===== src/rtl/data_mem_arbiter_if.sv =====
// rtl/data_mem_arbiter_if.sv - requester and memory signal bundle for the data memory arbiter
// Purpose: groups both requester ports (A = CPU load/store, B = debug/DMA loader)
//          and the single-port data memory interface into one bundle.
// Modports:
//   slave  - arbiter view: takes requests and ReadData, drives grants, rvalids,
//            rdata and the memory strobes/address/write data.
//   master - environment view: requesters plus the memory model.
interface data_mem_arbiter_if #(
    parameter int N  = 32,
    parameter int DM = 7
);
    logic          a_req;
    logic          a_we;
    logic [DM-1:0] a_addr;
    logic [N-1:0]  a_wdata;
    logic          a_gnt;
    logic          a_rvalid;

    logic          b_req;
    logic          b_we;
    logic [DM-1:0] b_addr;
    logic [N-1:0]  b_wdata;
    logic          b_gnt;
    logic          b_rvalid;

    logic [N-1:0]  rdata;

    logic          MemRead;
    logic          MemWrite;
    logic [DM-1:0] Address;
    logic [N-1:0]  WriteData;
    logic [N-1:0]  ReadData;

    modport slave (
        input  a_req, a_we, a_addr, a_wdata,
        input  b_req, b_we, b_addr, b_wdata,
        input  ReadData,
        output a_gnt, a_rvalid, b_gnt, b_rvalid, rdata,
        output MemRead, MemWrite, Address, WriteData
    );

    modport master (
        output a_req, a_we, a_addr, a_wdata,
        output b_req, b_we, b_addr, b_wdata,
        output ReadData,
        input  a_gnt, a_rvalid, b_gnt, b_rvalid, rdata,
        input  MemRead, MemWrite, Address, WriteData
    );
endinterface


===== src/rtl/data_mem_arbiter.sv =====
// rtl/data_mem_arbiter.sv - round-robin arbiter sharing one data memory between two requesters
// Purpose: grants at most one of port A / port B per cycle (round-robin on
//          contention), drives the memory strobes, address and write data in the
//          grant cycle, and steers the registered read data back to the port
//          that issued the read with a one-cycle rvalid pulse.
// Ports:
//   clk   - system clock, all state on rising edge
//   reset - synchronous, active-high reset
//   bus   - data_mem_arbiter_if.slave: requests/grants/rvalids/rdata for
//           ports A and B, plus MemRead/MemWrite/Address/WriteData/ReadData
module data_mem_arbiter #(
    parameter int N  = 32,
    parameter int DM = 7
) (
    input  logic                  clk,
    input  logic                  reset,
    data_mem_arbiter_if.slave     bus
);

    // prio = 0 favours A on contention, 1 favours B.
    logic          prio;
    // One outstanding read at most: memory returns data one cycle after the grant.
    logic          rd_pend;
    logic          rd_owner;

    logic          a_win;
    logic          b_win;
    logic          any_win;
    logic          win_we;
    logic [DM-1:0] win_addr;
    logic [N-1:0]  win_wdata;
    logic          a_rv;
    logic          b_rv;

    always_comb begin
        a_win     = 1'b0;
        b_win     = 1'b0;
        if (!reset) begin
            a_win = bus.a_req & (~bus.b_req | ~prio);
            b_win = bus.b_req & ~a_win;
        end
        any_win   = a_win | b_win;
        win_we    = b_win ? bus.b_we    : bus.a_we;
        win_addr  = b_win ? bus.b_addr  : bus.a_addr;
        win_wdata = b_win ? bus.b_wdata : bus.a_wdata;
    end

    assign bus.a_gnt     = a_win;
    assign bus.b_gnt     = b_win;
    assign bus.MemWrite  = any_win & win_we;
    assign bus.MemRead   = any_win & ~win_we;
    assign bus.Address   = any_win ? win_addr  : '0;
    assign bus.WriteData = any_win ? win_wdata : '0;

    // Gate with reset so a read granted just before reset never reports data.
    assign a_rv         = rd_pend & ~rd_owner & ~reset;
    assign b_rv         = rd_pend &  rd_owner & ~reset;
    assign bus.a_rvalid = a_rv;
    assign bus.b_rvalid = b_rv;
    assign bus.rdata    = (a_rv | b_rv) ? bus.ReadData : '0;

    always_ff @(posedge clk) begin
        if (reset) begin
            prio     <= 1'b0;
            rd_pend  <= 1'b0;
            rd_owner <= 1'b0;
        end else begin
            if (a_win) begin
                prio <= 1'b1;
            end else if (b_win) begin
                prio <= 1'b0;
            end
            rd_pend  <= any_win & ~win_we;
            rd_owner <= b_win;
        end
    end

endmodule


===== src/flat_wrapper.sv =====
// flat-port wrapper written by rule: the top's interface ports become plain ports
module data_mem_arbiter_flat 
#(
    parameter int N  = 32,
    parameter int DM = 7
)
  (clk, reset, bus_a_req, bus_a_we, bus_a_addr, bus_a_wdata, bus_b_req, bus_b_we, bus_b_addr, bus_b_wdata, bus_ReadData, bus_a_gnt, bus_a_rvalid, bus_b_gnt, bus_b_rvalid, bus_rdata, bus_MemRead, bus_MemWrite, bus_Address, bus_WriteData);
  data_mem_arbiter_if #(.N(N), .DM(DM)) bus_i ();
  input  logic clk;
  input  logic reset;
  input wire logic [$bits(bus_i.a_req)-1:0] bus_a_req;
  input wire logic [$bits(bus_i.a_we)-1:0] bus_a_we;
  input wire logic [$bits(bus_i.a_addr)-1:0] bus_a_addr;
  input wire logic [$bits(bus_i.a_wdata)-1:0] bus_a_wdata;
  input wire logic [$bits(bus_i.b_req)-1:0] bus_b_req;
  input wire logic [$bits(bus_i.b_we)-1:0] bus_b_we;
  input wire logic [$bits(bus_i.b_addr)-1:0] bus_b_addr;
  input wire logic [$bits(bus_i.b_wdata)-1:0] bus_b_wdata;
  input wire logic [$bits(bus_i.ReadData)-1:0] bus_ReadData;
  output wire logic [$bits(bus_i.a_gnt)-1:0] bus_a_gnt;
  output wire logic [$bits(bus_i.a_rvalid)-1:0] bus_a_rvalid;
  output wire logic [$bits(bus_i.b_gnt)-1:0] bus_b_gnt;
  output wire logic [$bits(bus_i.b_rvalid)-1:0] bus_b_rvalid;
  output wire logic [$bits(bus_i.rdata)-1:0] bus_rdata;
  output wire logic [$bits(bus_i.MemRead)-1:0] bus_MemRead;
  output wire logic [$bits(bus_i.MemWrite)-1:0] bus_MemWrite;
  output wire logic [$bits(bus_i.Address)-1:0] bus_Address;
  output wire logic [$bits(bus_i.WriteData)-1:0] bus_WriteData;
  assign bus_i.a_req = bus_a_req;
  assign bus_i.a_we = bus_a_we;
  assign bus_i.a_addr = bus_a_addr;
  assign bus_i.a_wdata = bus_a_wdata;
  assign bus_i.b_req = bus_b_req;
  assign bus_i.b_we = bus_b_we;
  assign bus_i.b_addr = bus_b_addr;
  assign bus_i.b_wdata = bus_b_wdata;
  assign bus_i.ReadData = bus_ReadData;
  assign bus_a_gnt = bus_i.a_gnt;
  assign bus_a_rvalid = bus_i.a_rvalid;
  assign bus_b_gnt = bus_i.b_gnt;
  assign bus_b_rvalid = bus_i.b_rvalid;
  assign bus_rdata = bus_i.rdata;
  assign bus_MemRead = bus_i.MemRead;
  assign bus_MemWrite = bus_i.MemWrite;
  assign bus_Address = bus_i.Address;
  assign bus_WriteData = bus_i.WriteData;
  data_mem_arbiter #(.N(N), .DM(DM)) u_core (.clk(clk), .reset(reset), .bus(bus_i));
endmodule

===== config.mk =====
export PLATFORM = sky130hd
export DESIGN_NAME = data_mem_arbiter_flat
export DESIGN_NICKNAME = d
export VERILOG_FILES = /design/src/rtl/data_mem_arbiter_if.sv /design/src/rtl/data_mem_arbiter.sv /design/src/flat_wrapper.sv
export SDC_FILE = /design/constraint.sdc
export NUM_CORES = 1
export LEC_CHECK = 0
export CORE_AREA = 2 2 75 77
export CTS_CLUSTER_SIZE = 20
export DETAILED_ROUTE_END_ITERATION = 10
export DIE_AREA = 0 0 77 79
export DONT_BUFFER_PORTS = 1
export GPL_ROUTABILITY_DRIVEN = 0
export PLACE_DENSITY = 0.35
export SKIP_CTS_REPAIR_TIMING = 1
export SYNTH_ARGS = -nofsm -noshare
export SYNTH_HDL_FRONTEND = slang
export SYNTH_SLANG_ARGS = --single-unit

===== constraint.sdc =====
create_clock -name clk -period 1.6 [get_ports clk]
set_clock_uncertainty 0.05 [all_clocks]
set_input_delay 0.48 -clock clk [delete_from_list [all_inputs] [get_ports clk]]
set_output_delay 0.48 -clock clk [all_outputs]
set_load 0.02 [all_outputs]

==> reports/metrics.yaml, run 1 <==
clockPowerShare: 0.285
fin_crit_ps: 1840
ant_nets: 0
synthDistinctLibCells: 15
n_fill_cell: 563
yosysWarningCount: 0
place_inst: 212
pin_count: 193
antenna_found_initial: 0
setup_viol: 77
combPwrFrac: 0.607
syn_to_final_growth_pct: 50.9
rsz0062_at_grt: "true"
grt_max_degree: 49
synth_area_leaders: "a32oi_1, and2_1, nor2_1"
use_met3: 0.0182
ir_drop_mv: 0.267
rr_worst_depth: 4
setup_ws_ps: -242
tightest_slew_ps: 269
power.leakage_nw: 0.545
grt_use_met1: 0.110
cp.required_ps: 1070
seqPwrFrac: 0.108
coreArea_um2: 5340
syn_nets: 268
cts_tree: "built"
cts_buffer_depth: 2
syn-instance-count: 152
start_kind: "register"
fin_cells: 226
synth-seq-area-share: 0.0567
fp.dieArea_um2: 6080
regArea_um2: 62.6
die_h_um: 79
maxSlewHeadroom: 0.821
gr-usage-met2: 0.237
critPathKind: "register to output pin"
post-route-period-util: 1.15
multi_input_area_um2: 1050
grt.busiest_layer: "met2"
cap_violations: 0
cts_sinks: 3
power_density_nw_per_um2: 493
hold_class: "input port to register"
drt_first_pass_iters: 4
yosysTopAreaCell: "a32oi_1"
die_w_um: 77
grt_pass1_vias: 1148
hold_depth: 1
crit_path_max_fanout: 16
drc: 0
insertion_delay_ps: 220
htree_levels: 1
grt_pass1_wl_mm: 5.62
max_freq_mhz: 543
final_common_cell: "nor2_2"
grt_usage: 0.113
fin_nets: 271
start_util: 0.198
diodes: 0
report.final.slew_viol_count: 0
internal_power_mw: 0.453
rows: 27
clkTransAtPathRegs_ps: 30
vias: 1357
hold_violations: 0
drive_gt1_frac: 0.701
crit_path_end_kind: "output pin"
violations: "setup timing"
portBuffers: 0
ys_ff_latch: 3
drtIter0Drc: 89
wirelength_mm: 4.98
grt-ovfl-total: 0
most-common-layout-cells: "nor2_2, a32oi_1, and2_4"
status: "finished with violations"
arrival_ps: 1310
clock_tree.root_cell: "clkbuf_8"
syn_area_per_cell_um2: 6.96
drt-wirelength-per-cell_um: 22.0
vias_per_cell: 6.00
power_mw: 0.788
synth_area_um2: 1060
numCtsBuffers: 3
synth.top_cell.area_share: 0.331
switching_share: 0.425
hpwlAfterDp_mm: 3.34
switchingPower_mw: 0.335
==> worst paths after layout <==
kind | start | slack, ps | end
worst max-delay path | u_core.prio$_SDFFE_PP0P_ | -240 | bus_Address[5]
worst min register to register | u_core.prio$_SDFFE_PP0P_ | 530 | u_core.prio$_SDFFE_PP0P_
worst max register to register | u_core.prio$_SDFFE_PP0P_ | 450 | u_core.rd_pend$_SDFF_PP0_
worst min-delay path | reset | 300 | u_core.rd_owner$_SDFF_PP0_
==> cell usage after synthesis (all sizes together) <==
library cell	count
a21boi	1
a21oi	1
a32oi	40
and2	33
buf	12
clkbuf	10
dfxtp	3
nand2	2
nand2b	1
nor2	43
nor2b	3
o31ai	2
or2b	1
==> layer usage <==
metal / part of all wire / routed length, um / vias up
li1: - / - / 567
met1: 0.30 / 1500 / 640
met2: 0.58 / 2900 / 140
met3: 0.099 / 492 / 10
met4: 0.017 / 86 / 0
met5: 0 / 0 / -
==> cell families after synthesis <==
logic type / count (synthesis) / synth area share
buffers and inverters: 22 / 0.189
and+or+nand+nor: 83 / 0.387
AOI/OAI and AO/OA: 44 / 0.368
DFF: 3 / 0.0567
==> power by group through the flow <==
| stage | registers (mW) | logic, mW | clock network, mW |
|---|---|---|---|
| finish | 0.0852 | 0.479 | 0.224 |
| global route | 0.0857 | 0.504 | 0.234 |
| CTS | 0.0835 | 0.370 | 0.229 |
| detailed placement | 0.0844 | 0.369 | 0 |
| global placement | 0.0844 | 0.363 | 0 |
| floorplan | 0.0835 | 0.386 | 0 |
==> flip-flops by register name, summed over array words and instances, names as in the netlist <==
| signal | cells |
|---|---|
| u_core.rd_owner | 1 |
| u_core.prio | 1 |
| u_core.rd_pend | 1 |
==> critical path, cell delays in order, from the launching register on <==
cell and delay [ps]:
dfxtp_2 350, nand2b_4 180, buf_12 160, a32oi_1 130, nor2_2 270
==> layout make-up <==
| type | count | share of cell area |
|---|---|---|
| Sequential cell | 3 | 0.0392 |
| Timing Repair Buffer | 20 | 0.221 |
| Tap cell | 72 | 0.0564 |
| Clock buffer | 4 | 0.0282 |
| Multi-Input combinational cell | 127 | 0.655 |
==> per-stage QoR <==
stage / hold slack (ps) / setup TNS, ps / worst slack (ps) / utilization / cell area [um2]
after floorplan: 519 / -7290 / -181 / - / 1180
after global placement: 511 / -5830 / -173 / 0.221 / 1180
after detailed placement: 518 / -6850 / -196 / 0.221 / 1180
after CTS: 288 / -17060 / -402 / 0.229 / 1220
after global routing: 283 / -14060 / -291 / 0.299 / 1600
final: 298 / -10690 / -242 / 0.299 / 1600
No activity file was read; power rests on OpenSTA's default activity.
==> run 2: changes to the inputs <==
==> constraint.sdc (replaced) <==
create_clock -name clk -period 1.6 [get_ports clk]
set_clock_uncertainty 0.05 [all_clocks]
set_input_delay 0.48 -clock clk [delete_from_list [all_inputs] [get_ports clk]]
set_output_delay 0.48 -clock clk [all_outputs]
set_load 0.01 [all_outputs]
==> run 2 against run 1 <==
The flow still finishes with violations (setup timing). Hold slack lost 4.1 ps. Sequential power fell by 2%. Sequential share of layout area rose by 0.20 points. Register-to-register slack got worse by 30 ps. Via count decreased by 1.3%. Critical path depth increased by 2. Global-route usage fell by 1.7 points. Setup slack got worse by 37 ps. Die area unchanged. Critical endpoint is now bus_WriteData[19]. Clock-buffer cell count unchanged. Total power decreased by 12%. First-iteration DRC count shrank 20%.
==> reports/metrics.yaml, run 2 (synthesized netlist as in run 1, its figures left out) <==
status: "finished with violations"
violations: "setup timing"
cp.required_ps: 1070
power.leakage_nw: 0.521
top_regs: "u_core.prio x1, u_core.rd_owner x1, u_core.rd_pend x1"
antenna_found_initial: 0
drc: 0
drive_gt1_frac: 0.614
post-route-period-util: 1.17
vias: 1339
holdPathEnd: "u_core.prio$_SDFFE_PP0P_"
rr_worst_depth: 4
hold_class: "input port to register"
drt-wirelength-per-cell_um: 20.9
crit_chain: "buf_6, a21boi_4, buf_6, clkbuf_16, a32oi_1, nor2_1"
critPathMostFrequentCell: "buf_6"
most-common-layout-cells: "a32oi_1, and2_4, nor2_2"
crit_path_max_fanout: 5
start_util: 0.198
fin_nets: 270
reg2reg_slack_ps: 420
setup_viol: 70
reg2reg_to: "u_core.rd_pend$_SDFF_PP0_"
min_from: "reset"
ant_nets: 0
final_common_cell: "a32oi_1"
slowest_stage: "dfxtp_2"
wirelength_mm: 4.70
power_mw: 0.694
crit_start: "u_core.prio$_SDFFE_PP0P_"
cts_sinks: 3
tightest_slew_ps: 224
numCtsBuffers: 3
cp_num_buf_inv: 3
clkTransAtPathRegs_ps: 30
grt_usage: 0.0962
clock_tree.root_cell: "clkbuf_8"
worstReg2RegStart: "u_core.prio$_SDFFE_PP0P_"
critical_path.max_stage_delay_ps: 310
max_freq_mhz: 532
hold_depth: 1
hold_violations: 0
crit_family: "buffers and inverters"
rows: 27
maxSlewHeadroom: 0.849
arrival_ps: 1350
report.final.slew_viol_count: 0
ir_drop_mv: 0.173
diodes: 0
rsz0062_at_grt: "true"
insertion_delay_ps: 220
die_w_um: 77
grt-ovfl-total: 0
cap_violations: 0
vias_per_cell: 5.95
die_h_um: 79
pin_count: 193
pre_cts_slack_ps: -137
critPathKind: "register to output pin"
cts_tree: "built"
drt_first_pass_iters: 4
whs_ps: 294
fin_crit_ps: 1880
syn_to_final_growth_pct: 40.9
final_util: 0.279
fp.dieArea_um2: 6080
drtIter0Drc: 71
grt_pass1_vias: 981
grt_max_degree: 49
hpwlAfterDp_mm: 2.84
start_kind: "register"
setup_ws_ps: -279
portBuffers: 0
coreArea_um2: 5340
crit_path_end_kind: "output pin"
grt_pass1_wl_mm: 4.81
cts_buffer_depth: 2
htree_levels: 1
power_density_nw_per_um2: 465
[run 2: how the worst max path moves through the flow]
stage | endpoint | cells past startpoint | slack, ps
3_5_place_dp | bus_WriteData[26] | 4 | -140
6_report | bus_WriteData[19] | 6 | -280
3_3_place_gp | bus_MemWrite | 5 | -150
4_1_cts | bus_WriteData[26] | 5 | -300
2_1_floorplan | bus_Address[0] | 5 | -130
5_1_grt | bus_WriteData[29] | 6 | -340
[run 2: layout make-up]
type / instances / area [um2]
sequential: 3 / 61.3
clock buffer: 4 / 45.0
multi-input combinational: 127 / 1010
fill: 565 / 3850
tap: 72 / 90.1
timing repair buffer: 19 / 288
[run 2: routing by layer]
| metal | track usage | share of wire | vias to the layer above | routed length (um) |
|---|---|---|---|---|
| met5 | 0 | 0 | - | 0 |
| met4 | 0.0339 | 0.0081 | 0 | 38 |
| met3 | 0.0114 | 0.093 | 2 | 438 |
| met2 | 0.208 | 0.57 | 132 | 2660 |
| met1 | 0.0913 | 0.33 | 640 | 1560 |
| li1 | - | - | 565 | - |
[run 2: report_power, final]
part	total, mW	internal, mW	switching, mW
clock network	0.224	0.170	0.0534
registers	0.0835	0.0806	0.00286
logic	0.387	0.184	0.203
[run 2: through the flow]
| step | std cells | instance area, um2 | setup TNS (ps) |
|---|---|---|---|
| final | 225 | 1490 | -10030 |
| after CTS | 214 | 1100 | -11410 |
| after global placement | 210 | 1060 | -3680 |
| after global routing | 225 | 1490 | -14260 |
| after floorplan | 152 | 1070 | -4490 |
| after detailed placement | 210 | 1060 | -4530 |
